### src/rtl/ringbuf_mp.sv
// Multi-port ring buffer: up to NW pushes and NR pops per cycle, any DEPTH >= 2.
// Sticky overflow/underflow flags, single-cycle flush, outputs decoded from registered state only.
module ringbuf_mp #(
  parameter int WIDTH = 8,
  parameter int DEPTH = 16,
  parameter int NW = 2,
  parameter int NR = 2,
  localparam int CW = $clog2(DEPTH + 1),
  localparam int WNW = $clog2(NW + 1),
  localparam int RNW = $clog2(NR + 1)
) (
  input  logic                i_clk,
  input  logic                i_rst,
  input  logic                i_flush,
  input  logic [WNW-1:0]      i_wnum,
  input  logic [NW*WIDTH-1:0] i_data,
  input  logic [RNW-1:0]      i_rnum,
  output logic [NR*WIDTH-1:0] o_data,
  output logic [NR-1:0]       o_valid,
  output logic [CW-1:0]       o_count,
  output logic [CW-1:0]       o_free,
  output logic                o_empty,
  output logic                o_full,
  output logic                o_overflow,
  output logic                o_underflow
);

  localparam int IW = (DEPTH > 1) ? $clog2(DEPTH) : 1;

  logic [WIDTH-1:0] mem [DEPTH];
  logic [IW-1:0]    head;
  logic [IW-1:0]    tail;
  logic [CW-1:0]    count;
  logic             overflow;
  logic             underflow;

  logic             push_ok;
  logic             pop_ok;
  logic [WNW-1:0]   acc_w;
  logic [RNW-1:0]   acc_r;
  logic [IW-1:0]    head_next;
  logic [IW-1:0]    tail_next;
  logic [CW-1:0]    count_next;

  // Compare-and-subtract wrap; repeated so that small DEPTH with wide lanes still lands in range.
  function automatic logic [IW-1:0] wrap_add(input logic [IW-1:0] base, input int off);
    int v;
    v = int'(base) + off;
    for (int i = 0; i < 4; i++) begin
      if (v >= DEPTH) v = v - DEPTH;
    end
    return IW'(v);
  endfunction

  // Acceptance looks only at pre-edge occupancy, so same-cycle pops never make room for pushes.
  always_comb begin
    push_ok    = (int'(i_wnum) <= NW) && (int'(i_wnum) <= (DEPTH - int'(count)));
    pop_ok     = (int'(i_rnum) <= NR) && (int'(i_rnum) <= int'(count));
    acc_w      = push_ok ? i_wnum : '0;
    acc_r      = pop_ok ? i_rnum : '0;
    head_next  = wrap_add(head, int'(acc_r));
    tail_next  = wrap_add(tail, int'(acc_w));
    count_next = CW'(int'(count) + int'(acc_w) - int'(acc_r));
  end

  always_ff @(posedge i_clk) begin
    if (i_rst) begin
      head      <= '0;
      tail      <= '0;
      count     <= '0;
      overflow  <= 1'b0;
      underflow <= 1'b0;
      for (int i = 0; i < DEPTH; i++) begin
        mem[i] <= '0;
      end
    end else if (i_flush) begin
      head      <= '0;
      tail      <= '0;
      count     <= '0;
      overflow  <= 1'b0;
      underflow <= 1'b0;
    end else begin
      // Clears come first so a same-edge write to a popped slot wins.
      for (int k = 0; k < NR; k++) begin
        if (pop_ok && (k < int'(i_rnum))) begin
          mem[wrap_add(head, k)] <= '0;
        end
      end
      for (int k = 0; k < NW; k++) begin
        if (push_ok && (k < int'(i_wnum))) begin
          mem[wrap_add(tail, k)] <= i_data[k*WIDTH +: WIDTH];
        end
      end
      head  <= head_next;
      tail  <= tail_next;
      count <= count_next;
      if (!push_ok) overflow <= 1'b1;
      if (!pop_ok) underflow <= 1'b1;
    end
  end

  for (genvar k = 0; k < NR; k++) begin : g_rd
    logic [IW-1:0] ridx;
    assign ridx = wrap_add(head, k);
    assign o_valid[k] = (int'(count) > k);
    assign o_data[k*WIDTH +: WIDTH] = o_valid[k] ? mem[ridx] : '0;
  end

  assign o_count     = count;
  assign o_free      = CW'(DEPTH - int'(count));
  assign o_empty     = (count == '0);
  assign o_full      = (int'(count) == DEPTH);
  assign o_overflow  = overflow;
  assign o_underflow = underflow;

endmodule

### config.mk
export PLATFORM = sky130hd
export DESIGN_NAME = ringbuf_mp
export DESIGN_NICKNAME = d
export VERILOG_FILES = /design/src/rtl/ringbuf_mp.sv
export SDC_FILE = /design/constraint.sdc
export NUM_CORES = 1
export LEC_CHECK = 0
export ABC_AREA = 1
export ABC_CLOCK_PERIOD_IN_PS = 5100
export BUFFER_PORTS_ARGS = -buffer_cell sky130_fd_sc_hd__buf_4
export CORE_AREA = 2 2 159 161
export CTS_CLUSTER_SIZE = 14
export DETAILED_ROUTE_END_ITERATION = 10
export DIE_AREA = 0 0 161 163
export PLACE_DENSITY = 0.64
export SLEW_MARGIN = 20
export SYNTH_ARGS = -nofsm -noshare
export SYNTH_HDL_FRONTEND = slang
export SYNTH_SLANG_ARGS = --single-unit
### constraint.sdc
create_clock -name i_clk -period 5.1 [get_ports i_clk]
set_input_delay 1.02 -clock i_clk [delete_from_list [all_inputs] [get_ports i_clk]]
set_output_delay 1.02 -clock i_clk [all_outputs]
set_load 0.005 [all_outputs]
* Yosys cells after proc, flatten, opt, wreduce, memory -nomap -nowiden *
Memories as Yosys holds them, arrays and structs flattened.
Cells that the tools add are included.

word-level totals
  memories kept = 1
  logic and storage cells = 208
  register bits = 15
  output and inout port bits = 32
  RAM bits = 128

memory list
  memory  depth  width  read ports  clocked after memory_dff  write ports  RTL line  RTL
  mem     16     8      2           0                         16           30        logic [WIDTH-1:0] mem [DEPTH];

operators by class
  $lt $le $gt $ge = 40
  muxes and demuxes = 112
  reduce and logical (&&, ||, !) cells = 12
  add/sub/neg operators = 37
  eq/ne operators = 1

operators by type and width
  kind                     count
  $mux W32                 58
  $ge A32 B6 Y1 const B    24
  $sub A32 B6 Y32 const B  16
  $mux W4                  24
  $mux W8                  6
  $le A3 B32 Y1            1
  $reduce_or A8 Y1         4
  $sub A4 B1 Y4 const B    8
  $sub A5 B5 Y6 const B    4
  $mux W1                  22
  $ge A5 B5 Y1 const B     4
  $sub A4 B5 Y6 const B    2
  $add A4 B1 Y5 const B    2
  $add A4 B2 Y5            2
  $ge A4 B5 Y1 const B     2
  $gt A5 B1 Y1 const B     2
  $lt A1 B2 Y1 const A     4
  $logic_and A1 B1 Y1      6
  $sub A5 B5 Y6 const A    1
  $add A5 B2 Y5            1
  $eq A5 B5 Y1 const B     1
  $le A2 B5 Y1             1
  $logic_not A5 Y1         1
  $sub A5 B2 Y5            1
  3 further kinds          5

* Longest topological paths before layout *
  word-level depth = 23
  mapped depth = 21

* Worst setup path before layout *
No wires, ideal clock.

  path kind = input -> register
  start = in i_wnum[1]
  end = reg count[4], in the netlist o_count[4]
  setup slack = 1381 ps
  arrival time = 3597 ps
  stages on the path = 15
  buffers on the path = 1
  cells stage by stage = ha_1 nand2_1 nand2_1 nand2_1 nor2_1 nand2_2 clkbuf_1 nand3_1 fa_1 inv_1 fa_1 a21oi_1 o21ai_0 o21ai_0 a21oi_1

on the way
  longest elaborated chain between the ends = 5
  elaborated cells between the ends (all ways) = 6

ends and longest elaborated chain
  item                                           RTL line  RTL
  start, declared                                15        input logic [WNW-1:0] i_wnum,
  $le A3 B32 Y1 or $le A2 B2 Y1 (tied branches)  57        push_ok = (int'(i_wnum) <= NW) && (int'(i_wnum) <= (DEPTH - int'(count)));
  $logic_and A1 B1 Y1                            57
  $mux W2 *                                      59        acc_w = push_ok ? i_wnum : '0;
  $add A5 B2 Y5 *                                63        count_next = CW'(int'(count) + int'(acc_w) - int'(acc_r));
  $sub A5 B2 Y5 *                                63
  end signal, assigned                           96        count <= count_next;
  end, declared                                  33        logic [CW-1:0] count;

Every way passes the cells marked *; elsewhere a longest branch is shown, timed or not.
A chain may end at the register's enable or synchronous reset.

* Worst setup path in the final report *
  start = reg head[1]
  end = out o_data[12]

on the way
  longest elaborated chain between the ends = 11
  elaborated cells between the ends (all ways) = 15

ends and longest elaborated chain
  item                                              RTL line  RTL
  start, declared                                   31        logic [IW-1:0] head;
  start signal, assigned                            94        head <= head_next;
  $add A4 B1 Y5 *                                   48        v = int'(base) + off;
  $sub A5 B5 Y6 or $ge A5 B5 Y1 (tied branches)     50        if (v >= DEPTH) v = v - DEPTH;
  $mux W32 *                                        50
  $sub A32 B6 Y32 or $ge A32 B6 Y1 (tied branches)  50
  $mux W32 *                                        50
  $sub A32 B6 Y32 or $ge A32 B6 Y1 (tied branches)  50
  $mux W32 *                                        50
  $ge A32 B6 Y1 or $sub A4 B1 Y4 (tied branches)    50
  $mux W4 *                                         50
  $mem_v2 Z16 W8 *                                  n/a
  $mux W8 *                                         106       assign o_data[k*WIDTH +: WIDTH] = o_valid[k] ? mem[ridx] : '0;
  end, declared                                     18        output logic [NR*WIDTH-1:0] o_data,

Marked as above.

==> impl_metrics.tcl <==
set metrics [dict create \
    hold_path_depth 2 \
    fin_worst_skew_ps 9.86 \
    postCtsSetupBuffers 0 \
    cellLeakagePower_nw 5.33 \
    setup_slack_ps 711 \
    tightest_slew_ps 1090 \
    crit_family "buffers and inverters" \
    synth_top_family_by_area "simple AND/OR/NAND/NOR gates" \
    grt_pass1_wl_mm 58.4 \
    synth-edff-count 128 \
    post-route-drc-count 0 \
    cp_max_fo 65 \
    grt_use_total_pct 29.5 \
    gp_congestion 0.940 \
    grt_max_degree 76 \
    crit_path_max_incr_delay_ps 610 \
    grt_setup_unrepaired "false" \
    ys_async_sr_fraction_pct 0 \
    cts_buffers 17 \
    drt_iter0_markers 1621 \
    crit_cells 9 \
    cp_data_arrival_time_ps 3370 \
    finalSetupViolCount 0 \
    ys_types 36 \
    ant_nets 0 \
    die_w_um 161 \
    path_cells "buf_4 > ha_1 > xnor2_2 > inv_1 > nor2_2 > inv_1 > o211ai_1 > nor2_1 > buf_4" \
    power.total_mw 4.93 \
    grt_pass1_vias 9875 \
    rr_worst_depth 18 \
    synth_seq_area_share_pct 38.1 \
    synthXorXnorAreaFrac_pct 0.472 \
    max_slew_margin_pct 27.3 \
    synth-simple-area-share_pct 35.2 \
    synth_warnings 0 \
    synth_mux_area_share_pct 0 \
    core_area_um2 24700 \
    synth_top_cell_by_area "edfxtp_1" \
    syn_to_final_growth_pct 8.82 \
    die_height_um 163 \
    cts_tree "done" \
    portBuffers 54 \
    dp_slack_ps 1150 \
    cts_resized 0 \
    cp_slowest_cell "buf_4" \
    initial_utilization_pct 44.1 \
    required_ps 4080 \
    wire_per_inst_um 21.3 \
    hpwl_mm 25.5 \
    die-area_um2 26200 \
    peakVddDrop_v 0.000200 \
    root_buffer "clkbuf_16" \
    drv_cap 0 \
    clk_pin_slew_ps 60 \
    synth.avg_cell_area_um2 7.22 \
    syn_area_um2 10900 \
    synth_compound_area_share_pct 12.3 \
    finalWirelength_mm 38.6 \
    vias 10700 \
    synth_common_cells "nand2_1, nor2_1, o21ai_0, nand4_1, edfxtp_1" \
    drive_above_1_share_pct 10.5 \
    synthAdderAreaFrac_pct 3.96 \
    pin_count 55 \
    synth_top_area_share_pct 35.3 \
    finish.utilization_pct 48.0 \
    hold_path.class "reg -> reg" \
    nNetsFinal 1524 \
    num_antenna_cells 0 \
    startpoint_type "register" \
    antenna_found_initial 2 \
    overflow 0 \
    critical_path_class "reg -> out" \
    outcome "completed" \
    finalSetupTns_ps 0 \
    critPathBufInv 4 \
    vias_per_cell 5.92 \
    period_share_pct 86.1 \
    drv_slew 0 \
    cts_buffer_depth 2 \
    max_freq_mhz 228 \
    insertion_delay_ps 430 \
    timing.final.crit_period_ps 4390 \
    yosysMostFrequentCell "nand2_1" \
    synthCells 1506 \
    rows 58 \
    p_per_area_nw_per_um2 416 \
    first_pass_iters 6 \
    hold_buffers 0 \
    cts_sinks 143 \
    critPathCaptureType "output pin" \
    synth_nets 1561 \
    synth-seq-cells 143 \
    dominantRegCellSynth "edfxtp_1" \
    synth_area_leaders "edfxtp_1, nand2_1, nand4_1" \
    finalHoldViolations 0 \
    htree_levels 4 \
]
[sequential cells by signal (all words and copies together) (netlist names)]
signal       cells
tail             4
o_underflow      1
o_overflow       1
mem            128
head             4
o_count          5
[cell families (layout without fill, tap and decap cells)]
kind of cell,after synthesis,count (layout)
DFF,143,143
xor gates and xnor gates,5,5
buffers and inverters,251,227
adders and majority gates,32,32
AOI/OAI and AO/OA,257,257
and+or+nand+nor,818,818
[cells in the final DEF (no fill, tap or decap), drive strengths merged]
cell      count
o211ai        8
xor2          2
inv         122
clkbuf       19
xnor2         3
buf          72
nor2        177
clkinv        9
a22oi         4
nand3        79
dfxtp        15
o21a          1
edfxtp      128
o21ai       150
clkinvlp      1
nand4       149
ha           28
bufinv        4
fa            4
or2           2
a31oi         1
a21oi        88
o22ai         5
nand2       411
[metal layers]
metal  up-vias  GRT usage [%]  wire [µm]
met5         -              0          0
met4         0           12.8       1470
li1       5030              -          -
met3        92           6.82       4240
met2       658           45.0      17000
met1      4956           40.1      15900
[final timing paths]
path,start,to,slack (ps)
max,head[1],o_data[12],710
min,o_overflow,o_overflow,480
max reg2reg,o_count[2],o_count[4],1350
min reg2reg,o_overflow,o_overflow,480
[power breakdown]
group	switching, mW	total [mW]	internal, mW
registers	0.0578	1.43	1.37
clock network	0.536	1.36	0.822
logic	1.48	2.14	0.664
total	2.07	4.93	2.86
[cell type report]
type / count / area [µm²]
fillers: 2472 / 12800
multi-input cells: 1112 / 5650
flip-flops and latches: 143 / 4150
repair buffers: 72 / 541
inverters: 123 / 464
clock buffers: 19 / 433
well taps: 330 / 413
clock inverters: 13 / 190
[stage by stage]
stage / std cells / area, µm² / hold slack [ps]
2_1_floorplan: 1506 / 10900 / 462
3_3_place_gp: 1780 / 11200 / 462
3_5_place_dp: 1780 / 11200 / 470
4_1_cts: 1812 / 11800 / 485
5_1_grt: 1812 / 11800 / 546
6_report: 1812 / 11800 / 482
[worst min-delay path, cell delays in order (launching register included)]
cell and delay (ps):
dfxtp_1 320, o21ai_0 80, inv_1 50
(Power assumes the default switching activity.)
